## src/rtl/spi_master.sv

```systemverilog
// SPI master, mode 0, MSB first. Byte stream in via valid/ready; CS stays low
// across bytes until a byte flagged last completes, then hold and gap phases.
module spi_master #(
  parameter int unsigned XLEN = 32
) (
  input  logic            clk_i,
  input  logic            rst_n_i,
  input  logic [XLEN-1:0] spi_sclk_div_i,
  input  logic [7:0]      spi_tx_data_i,
  input  logic            spi_tx_last_i,
  input  logic            spi_tx_data_vld_i,
  output logic            spi_tx_data_rdy_o,
  input  logic            spi_miso_i,
  output logic            spi_sclk_o,
  output logic            spi_mosi_o,
  output logic            spi_cs_n_o,
  output logic [7:0]      spi_rx_data_o,
  output logic            spi_rx_data_vld_o,
  output logic            spi_busy_o
);

  typedef enum logic [2:0] {IDLE, SHIFT, WAIT, HOLD, GAP} state_t;

  state_t          state, state_nxt;
  logic [XLEN-1:0] div, div_nxt;
  logic [XLEN-1:0] cnt, cnt_nxt;
  logic [3:0]      edges, edges_nxt;
  logic [7:0]      tx, tx_nxt;
  logic [7:0]      rx_sh, rx_sh_nxt;
  logic [7:0]      rx_data, rx_data_nxt;
  logic            last, last_nxt;
  logic            sclk, sclk_nxt;
  logic            mosi, mosi_nxt;
  logic            rx_vld, rx_vld_nxt;
  logic            half_done;

  // Half-period boundary: counter runs 0..div of the divider latched at accept.
  assign half_done = (cnt == div);

  always_ff @(posedge clk_i or negedge rst_n_i) begin
    if (!rst_n_i) begin
      state   <= IDLE;
      div     <= '0;
      cnt     <= '0;
      edges   <= '0;
      tx      <= '0;
      rx_sh   <= '0;
      rx_data <= '0;
      last    <= 1'b0;
      sclk    <= 1'b0;
      mosi    <= 1'b0;
      rx_vld  <= 1'b0;
    end else begin
      state   <= state_nxt;
      div     <= div_nxt;
      cnt     <= cnt_nxt;
      edges   <= edges_nxt;
      tx      <= tx_nxt;
      rx_sh   <= rx_sh_nxt;
      rx_data <= rx_data_nxt;
      last    <= last_nxt;
      sclk    <= sclk_nxt;
      mosi    <= mosi_nxt;
      rx_vld  <= rx_vld_nxt;
    end
  end

  always_comb begin
    state_nxt   = state;
    div_nxt     = div;
    cnt_nxt     = cnt;
    edges_nxt   = edges;
    tx_nxt      = tx;
    rx_sh_nxt   = rx_sh;
    rx_data_nxt = rx_data;
    last_nxt    = last;
    sclk_nxt    = sclk;
    mosi_nxt    = mosi;
    rx_vld_nxt  = 1'b0;
    unique case (state)
      IDLE, WAIT: begin
        if (spi_tx_data_vld_i) begin
          tx_nxt    = spi_tx_data_i;
          last_nxt  = spi_tx_last_i;
          div_nxt   = spi_sclk_div_i;
          cnt_nxt   = '0;
          edges_nxt = '0;
          sclk_nxt  = 1'b0;
          mosi_nxt  = spi_tx_data_i[7];
          state_nxt = SHIFT;
        end
      end
      SHIFT: begin
        if (half_done) begin
          cnt_nxt   = '0;
          edges_nxt = edges + 4'd1;
          sclk_nxt  = ~sclk;
          if (!sclk) begin
            rx_sh_nxt = {rx_sh[6:0], spi_miso_i};
          end else if (edges == 4'd15) begin
            // Final falling edge: byte complete, mosi left on bit 0.
            rx_data_nxt = rx_sh;
            rx_vld_nxt  = 1'b1;
            state_nxt   = last ? HOLD : WAIT;
          end else begin
            tx_nxt   = {tx[6:0], 1'b0};
            mosi_nxt = tx[6];
          end
        end else begin
          cnt_nxt = cnt + XLEN'(1);
        end
      end
      HOLD: begin
        if (half_done) begin
          cnt_nxt   = '0;
          state_nxt = GAP;
        end else begin
          cnt_nxt = cnt + XLEN'(1);
        end
      end
      GAP: begin
        if (half_done) begin
          cnt_nxt   = '0;
          state_nxt = IDLE;
        end else begin
          cnt_nxt = cnt + XLEN'(1);
        end
      end
      default: state_nxt = IDLE;
    endcase
  end

  assign spi_tx_data_rdy_o = (state == IDLE) || (state == WAIT);
  assign spi_cs_n_o        = (state == IDLE) || (state == GAP);
  assign spi_busy_o        = (state != IDLE);
  assign spi_sclk_o        = sclk;
  assign spi_mosi_o        = mosi;
  assign spi_rx_data_o     = rx_data;
  assign spi_rx_data_vld_o = rx_vld;

endmodule

```

## config.mk

```make
export PLATFORM = sky130hd
export DESIGN_NAME = spi_master
export DESIGN_NICKNAME = d
export VERILOG_FILES = /design/src/rtl/spi_master.sv
export SDC_FILE = /design/constraint.sdc
export NUM_CORES = 1
export LEC_CHECK = 0
export ABC_CLOCK_PERIOD_IN_PS = 3100
export CAP_MARGIN = 15
export CELL_PAD_IN_SITES_DETAIL_PLACEMENT = 1
export CELL_PAD_IN_SITES_GLOBAL_PLACEMENT = 1
export CORE_ASPECT_RATIO = 1.1
export CORE_MARGIN = 10
export CORE_UTILIZATION = 43
export CTS_CLUSTER_DIAMETER = 50
export DETAILED_ROUTE_END_ITERATION = 8
export PLACE_DENSITY_LB_ADDON = 0.1
export SYNTH_ARGS = -nofsm -noshare
export SYNTH_HDL_FRONTEND = slang
export SYNTH_SLANG_ARGS = --single-unit
export TNS_END_PERCENT = 50
```

## constraint.sdc

```tcl
create_clock -name clk_i -period 3.1 [get_ports clk_i]
set_input_delay 0.775 -clock clk_i [delete_from_list [all_inputs] [get_ports clk_i]]
set_output_delay 0.775 -clock clk_i [all_outputs]
set_load 0.005 [all_outputs]
```

## After elaboration in Yosys (flattened, before gate mapping)

Index checks and enable logic that the tools add are counted.

- Register bits: 98
- Bits in latches: 0
- Memory bits (writable): 0
- Memory bits (read-only): 0
- Input bits: 45
- Output and inout bits: 14
- Logic and storage cells: 73
- Memories kept: 0

- $add $sub $neg: 2
- $mul: 0
- Divide/modulo/power cells: 0
- $lt $le $gt $ge: 0
- Equality and inequality tests: 13
- Shift operators: 0
- Multiplexer cells: 31
- Bitwise gates (word level): 1
- Reduce and logical (&&, ||, !) cells: 15

Operator list:

| cell | count |
|---|---|
| $mux 32 | 2 |
| $pmux 32 s2 | 1 |
| $add 32x1->32 const B | 1 |
| $eq 32x32->1 | 1 |
| $mux 7 | 4 |
| $mux 3 | 6 |
| $ne 2x2->1 const B | 7 |
| $pmux 7 s2 | 1 |
| $pmux 3 s4 | 1 |
| $mux 1 | 11 |
| $mux 4 | 2 |
| $pmux 4 s2 | 1 |
| $eq 3x2->1 const B | 2 |
| $reduce_and 3->1 | 2 |
| $reduce_and 6->1 | 1 |
| $reduce_and 5->1 | 1 |
| $add 4x1->4 const B | 1 |
| $eq 4x4->1 const B | 1 |
| $pmux 1 s2 | 2 |
| $reduce_and 2->1 | 2 |
| $reduce_and 4->1 | 1 |
| $reduce_bool 2->1 | 2 |
| $eq 3x1->1 const B | 1 |
| $eq 3x3->1 const B | 1 |
| 6 further kinds | 7 |

## Logic depth before layout (Yosys ltp)

- Word-level depth: 5
- Depth in mapped cells: 9
- Mapped depth without buffers: 7

## Worst setup path after synthesis

No wires, ideal clock.

- Kind: register to register
- Start: register state[1]
- End: register cnt[24]
- Data arrival time: 2228 ps
- Setup slack: 741 ps
- Cell stages (with the launch flop): 10
- Period minus slack after synthesis: 2359 ps
- Cell sequence: dfrtp_1 buf_6 or3b_1 buf_2 a21o_1 or4_1 buf_6 nor3_1 xnor2_1 nor2_2

- Cells in the longest elaborated chain, start to end: 4
- Elaborated cells between the ends (all ways): 11

Ends and longest elaborated chain:

| element | RTL line | text |
|---|---|---|
| from (decl) | 24 | `state_t state, state_nxt;` |
| from (signal assigned) | 54 | `state <= state_nxt;` |
| $eq 3x2->1 (tied with other cells) | 80 | `unique case (state)` |
| $reduce_or 2->1 / $reduce_or 3->1 (equally long branches) | -- |  |
| $ne 2x2->1 (no line) / $reduce_bool 2->1 (equally long branches) | -- |  |
| $reduce_and 2->1 (no line) | -- |  |
| to (signal assigned) | 56 | `cnt <= cnt_nxt;` |
| to (decl) | 26 | `logic [XLEN-1:0] cnt, cnt_nxt;` |

Several ways; a longest one is shown, not always the timed one.
A chain may end at the register's enable or synchronous reset.

## Worst setup path after layout

- Start: register cnt[2]
- End: register rx_data[7], in the netlist spi_rx_data_o[7]

- Cells in the longest elaborated chain, start to end: 2

Ends and longest elaborated chain:

| element | RTL line | text |
|---|---|---|
| $eq 32x32->1 | 38 | `assign half_done = (cnt == div);` |
| $reduce_and 4->1 (no line) | -- |  |
| to (signal assigned) | 60 | `rx_data <= rx_data_nxt;` |
| to (decl) | 30 | `logic [7:0] rx_data, rx_data_nxt;` |

No other way between the ends.

==> results.txt <==
----------------------------------------------------
[Critical path]
  Critical path's slowest cell ... and4_1
  Delay contributed by the slowest stage of the critical path ... 0.50 ns
  Max Fanout on Critical Path ... 8
  Crit Reg-Reg Startpoint ... cnt[2]
  Family with the most delay on the worst path ... simple AND/OR/NAND/NOR gates
  Path type of the worst setup path ... register to register
  Cell-by-cell trace of the critical path ... xor2_1 > nor4_1 > nand4_1 > nor2_1 > and4_1 > mux2_2
  Nature of the critical path endpoint ... register
  Crit path DAT ... 2.94 ns
  End of the worst register-to-register path ... spi_rx_data_o[7]
  R2R cell count ... 6
  CP Buf/Inv Count ... 0
  Worst EP required ... 3.33 ns
  R2r setup slk ... 0.39 ns
  Launching element type of the critical path ... register

[CTS]
  TritonCTS Buffers ... 9
  Clock transition at path regs ... 0.07 ns
  Number of instances resized during post-cts repair ... 0
  H-tree level count ... 3
  Count of buffers added by post-CTS timing repair for setup ... 0
  Cell at the root of the clock tree ... clkbuf_16
  Number of buffers added to fix hold violations after cts ... 0
  Clock tree from TritonCTS ... yes
  Number of clock sinks ... 98
  Clock insertion delay at the later pin of the skew report ... 0.35 ns
  Buffer depth of the longest clock path ... 2

[Drt]
  DRC violations left ... 0
  Pre-antenna DRT Iters ... 4
  Number of routed nets with antenna violations ... 0
  DR iter-0 viols ... 155
  Routed WL per cell ... 17.43 um
  Via-to-Cell Ratio ... 5.171
  Count of vias placed by the detailed router ... 3661
  Detailed Route WL ... 12.34 mm

[Floorplan]
  Floorplan Core Area ... 10860 sq um
  Number of top-level design ports ... 59
  Die ar. ... 15640 sq um
  Die Y-Extent ... 130.2 um
  Number of placement rows ... 40
  Effective utilization at floorplan ... 43.69%
  Die Wd ... 120.2 um

[Global routing]
  Maximum number of pins on one net before global-route repair ... 99
  Number of global-route vias before repair ... 4062
  Antenna violations before repair ... 0
  Global-route wire length before repair ... 20.82 mm
  Remaining Overflow, GRT ... 0
  Total track usage ... 16.57%

[Logic synthesis]
  Post-synthesis async set-or-reset flop share ... 100.0%
  Synthesized net count ... 538
  Dominant cells by area after synthesis ... dfrtp_1, nand2_1, xor2_1
  Proportion of synthesized chip area in sequential cells ... 51.69%
  Number of synthesis warnings ... 0
  Synthesized area ... 4745 sq um
  Area fraction of the dominant cell type after synthesis ... 51.69%
  Unique masters post-synth ... 48
  Number of flip-flops and latches in the synthesized netlist ... 98
  Biggest area consumer among synthesized cells ... dfrtp_1
  Avg Synthesized Cell Area ... 9.663 sq um
  Ys flop type ... dfrtp_1
  Count of flip-flops with a built-in enable after synthesis ... 0
  Gate count of the mapped netlist ... 491

[Cells and area]
  Area delta synth->final ... 24.95%
  Total of fill cells in the finished design ... 1249
  Layout cell share with drive strength beyond 1 ... 11.59%
  Final standard cell area without fillers ... 5928 sq um
  Ant diodes ... 0
  Sequential cell area ... 2452 sq um
  Post-Layout Cell Count ... 708
  Multi-input logic area ... 2155 sq um
  Net total in the final layout ... 603

[Place]
  Post-placement worst setup slack ... 0.2481 ns
  Half-perimeter wire length of the detailed placement result ... 8.755 mm
  Placed standard-cell area ... 5575 sq um
  Weighted congestion at the end of routability-driven global placement ... 0.7960
  IO buf count ... 58
  Number of placed cells counting well taps ... 692

[STA]
  Final total negative setup slack ... 0 ns
  Worst slew margin relative to its limit ... 65.02%
  Final hold violation count ... 0
  Least setup slack across all paths after layout ... 0.3900 ns
  Portion of the clock cycle consumed by the worst path in the final layout ... 87.42%
  Worst slew pin tran ... 0.5212 ns
  Final setup violation count ... 0
  Fmax ... 369.0 MHz
  Setup repair after global routing missed its margin ... false
  Min Clock Period, post-route ... 2.710 ns
  Max Transition Viols Final ... 0
  Largest clock skew in the final design ... 0.006296 ns
  Final Hold Slack ... 0.4863 ns

[Pwr]
  Sw frac ... 25.25%
  Clk network pwr share ... 40.6%
  Part of the power in registers ... 46.6%
  Switching power of the nets ... 0.8156 mW
  Static leakage ... 2.825 nW
  Logic gate share of total power ... 12.9%
  Power per Cell Area ... 544.8 nW/um^2
  IR Drop Worst-Case VDD ... 0.2515 mV
  Internal power summed over all cells ... 2.414 mW

[Worst hold path]
  Kind of path behind the tightest hold check ... input pin to async pin

[Job]
  Maximum capacitance violations ... 0

[Status]
  Result of the run ... completed

----------------------------------------------------
[per-layer routing]
layer  vias to the layer above  part of all wire (%)  track usage, %
met4                         0                   2.0           7.031
li1                       1756                     -               -
met1                      1834                    42           19.34
met3                        15                   3.2           2.420
met2                        56                    53           29.79
met5                         -                     0               0
[worst register-to-register path, cell delays in order (launching register included)]
cell     delay [ns]
dfrtp_1        0.46
xor2_1         0.20
nor4_1         0.46
nand4_1        0.29
nor2_1         0.29
and4_1         0.50
mux2_2         0.39
[per-stage QoR]
step,util (%),power (mW)
after floorplan,-,1.735
after global placement,51.34,1.927
after detailed placement,51.34,1.947
after CTS,54.59,3.264
after global routing,54.59,3.379
final,54.59,3.230
[layout by cell type, fill, tap and decap left out, types with 3 or more instances in the layout]
cell type,count
nor2_1,49
nand3_1,13
dfrtp_1,98
nor3_2,3
nand4_1,10
clkdlybuf4s50_1,57
nor3_1,6
nand2b_1,5
a21oi_1,3
nor4_1,10
nor2b_1,4
or2_2,3
and3_1,3
buf_12,3
buf_4,15
mux2_2,18
xor2_1,46
bufinv_16,3
nand2_1,124
xnor2_1,16
inv_1,11
a22oi_1,5
a31o_2,3
and4_1,4
clkbuf_16,9
[registers in the layout (all words and copies together) (netlist names)]
| name | flops |
|---|---|
| cnt | 32 |
| div | 32 |
| edges | 4 |
| last | 1 |
| rx_sh | 8 |
| spi_mosi_o | 1 |
| spi_rx_data_o | 8 |
| spi_rx_data_vld_o | 1 |
| spi_sclk_o | 1 |
| state | 3 |
| tx | 7 |
[power groups by stage]
stage | clock network [mW] | registers (mW) | logic (mW)
2_1_floorplan | 0 | 1.49 | 0.242
3_3_place_gp | 0 | 1.52 | 0.405
4_1_cts | 1.33 | 1.51 | 0.425
5_1_grt | 1.39 | 1.52 | 0.471
3_5_place_dp | 0 | 1.53 | 0.419
6_report | 1.31 | 1.50 | 0.416
[cells in the mapped netlist (5+ instances only)]
cell type  instances
nand2_1          124
dfrtp_1           98
nor2_1            49
xor2_1            46
mux2_2            18
clkbuf_1          17
xnor2_1           16
nand3_1           13
inv_1             11
nand4_1           10
nor4_1            10
nor3_1             6
a22oi_1            5
nand2b_1           5
[worst max path at each step]
stage / from / to / slack, ns / depth (start not counted)
CTS: cnt[2] / spi_rx_data_o[2] / 0.37 / 6
global route: cnt[2] / spi_rx_data_o[6] / 0.27 / 6
global placement: spi_tx_data_vld_i / cnt[25] / 0.28 / 8
detailed placement: spi_tx_data_vld_i / cnt[30] / 0.25 / 8
finish: cnt[2] / spi_rx_data_o[7] / 0.39 / 6
floorplan: state[1] / cnt[24] / 0.74 / 9
[cells by family after synthesis]
family	count (synthesis)	synth area share [%]
AOI/OAI and AO/OA	32	4.958
xor gates and xnor gates	62	11.45
adders and majority gates	2	0.5273
buffers and inverters	32	2.901
DFF	98	51.69
muxes	20	4.694
and+or+nand+nor	245	23.79
[final cells by class]
class,count,area share (%)
repair buffers,75,12.54
well taps,147,3.103
clock buffers,11,4.263
inverters,11,0.6965
clock inverters,5,1.688
flip-flops and latches,98,41.37
multi-input cells,361,36.34
(Power assumes the default switching activity.)
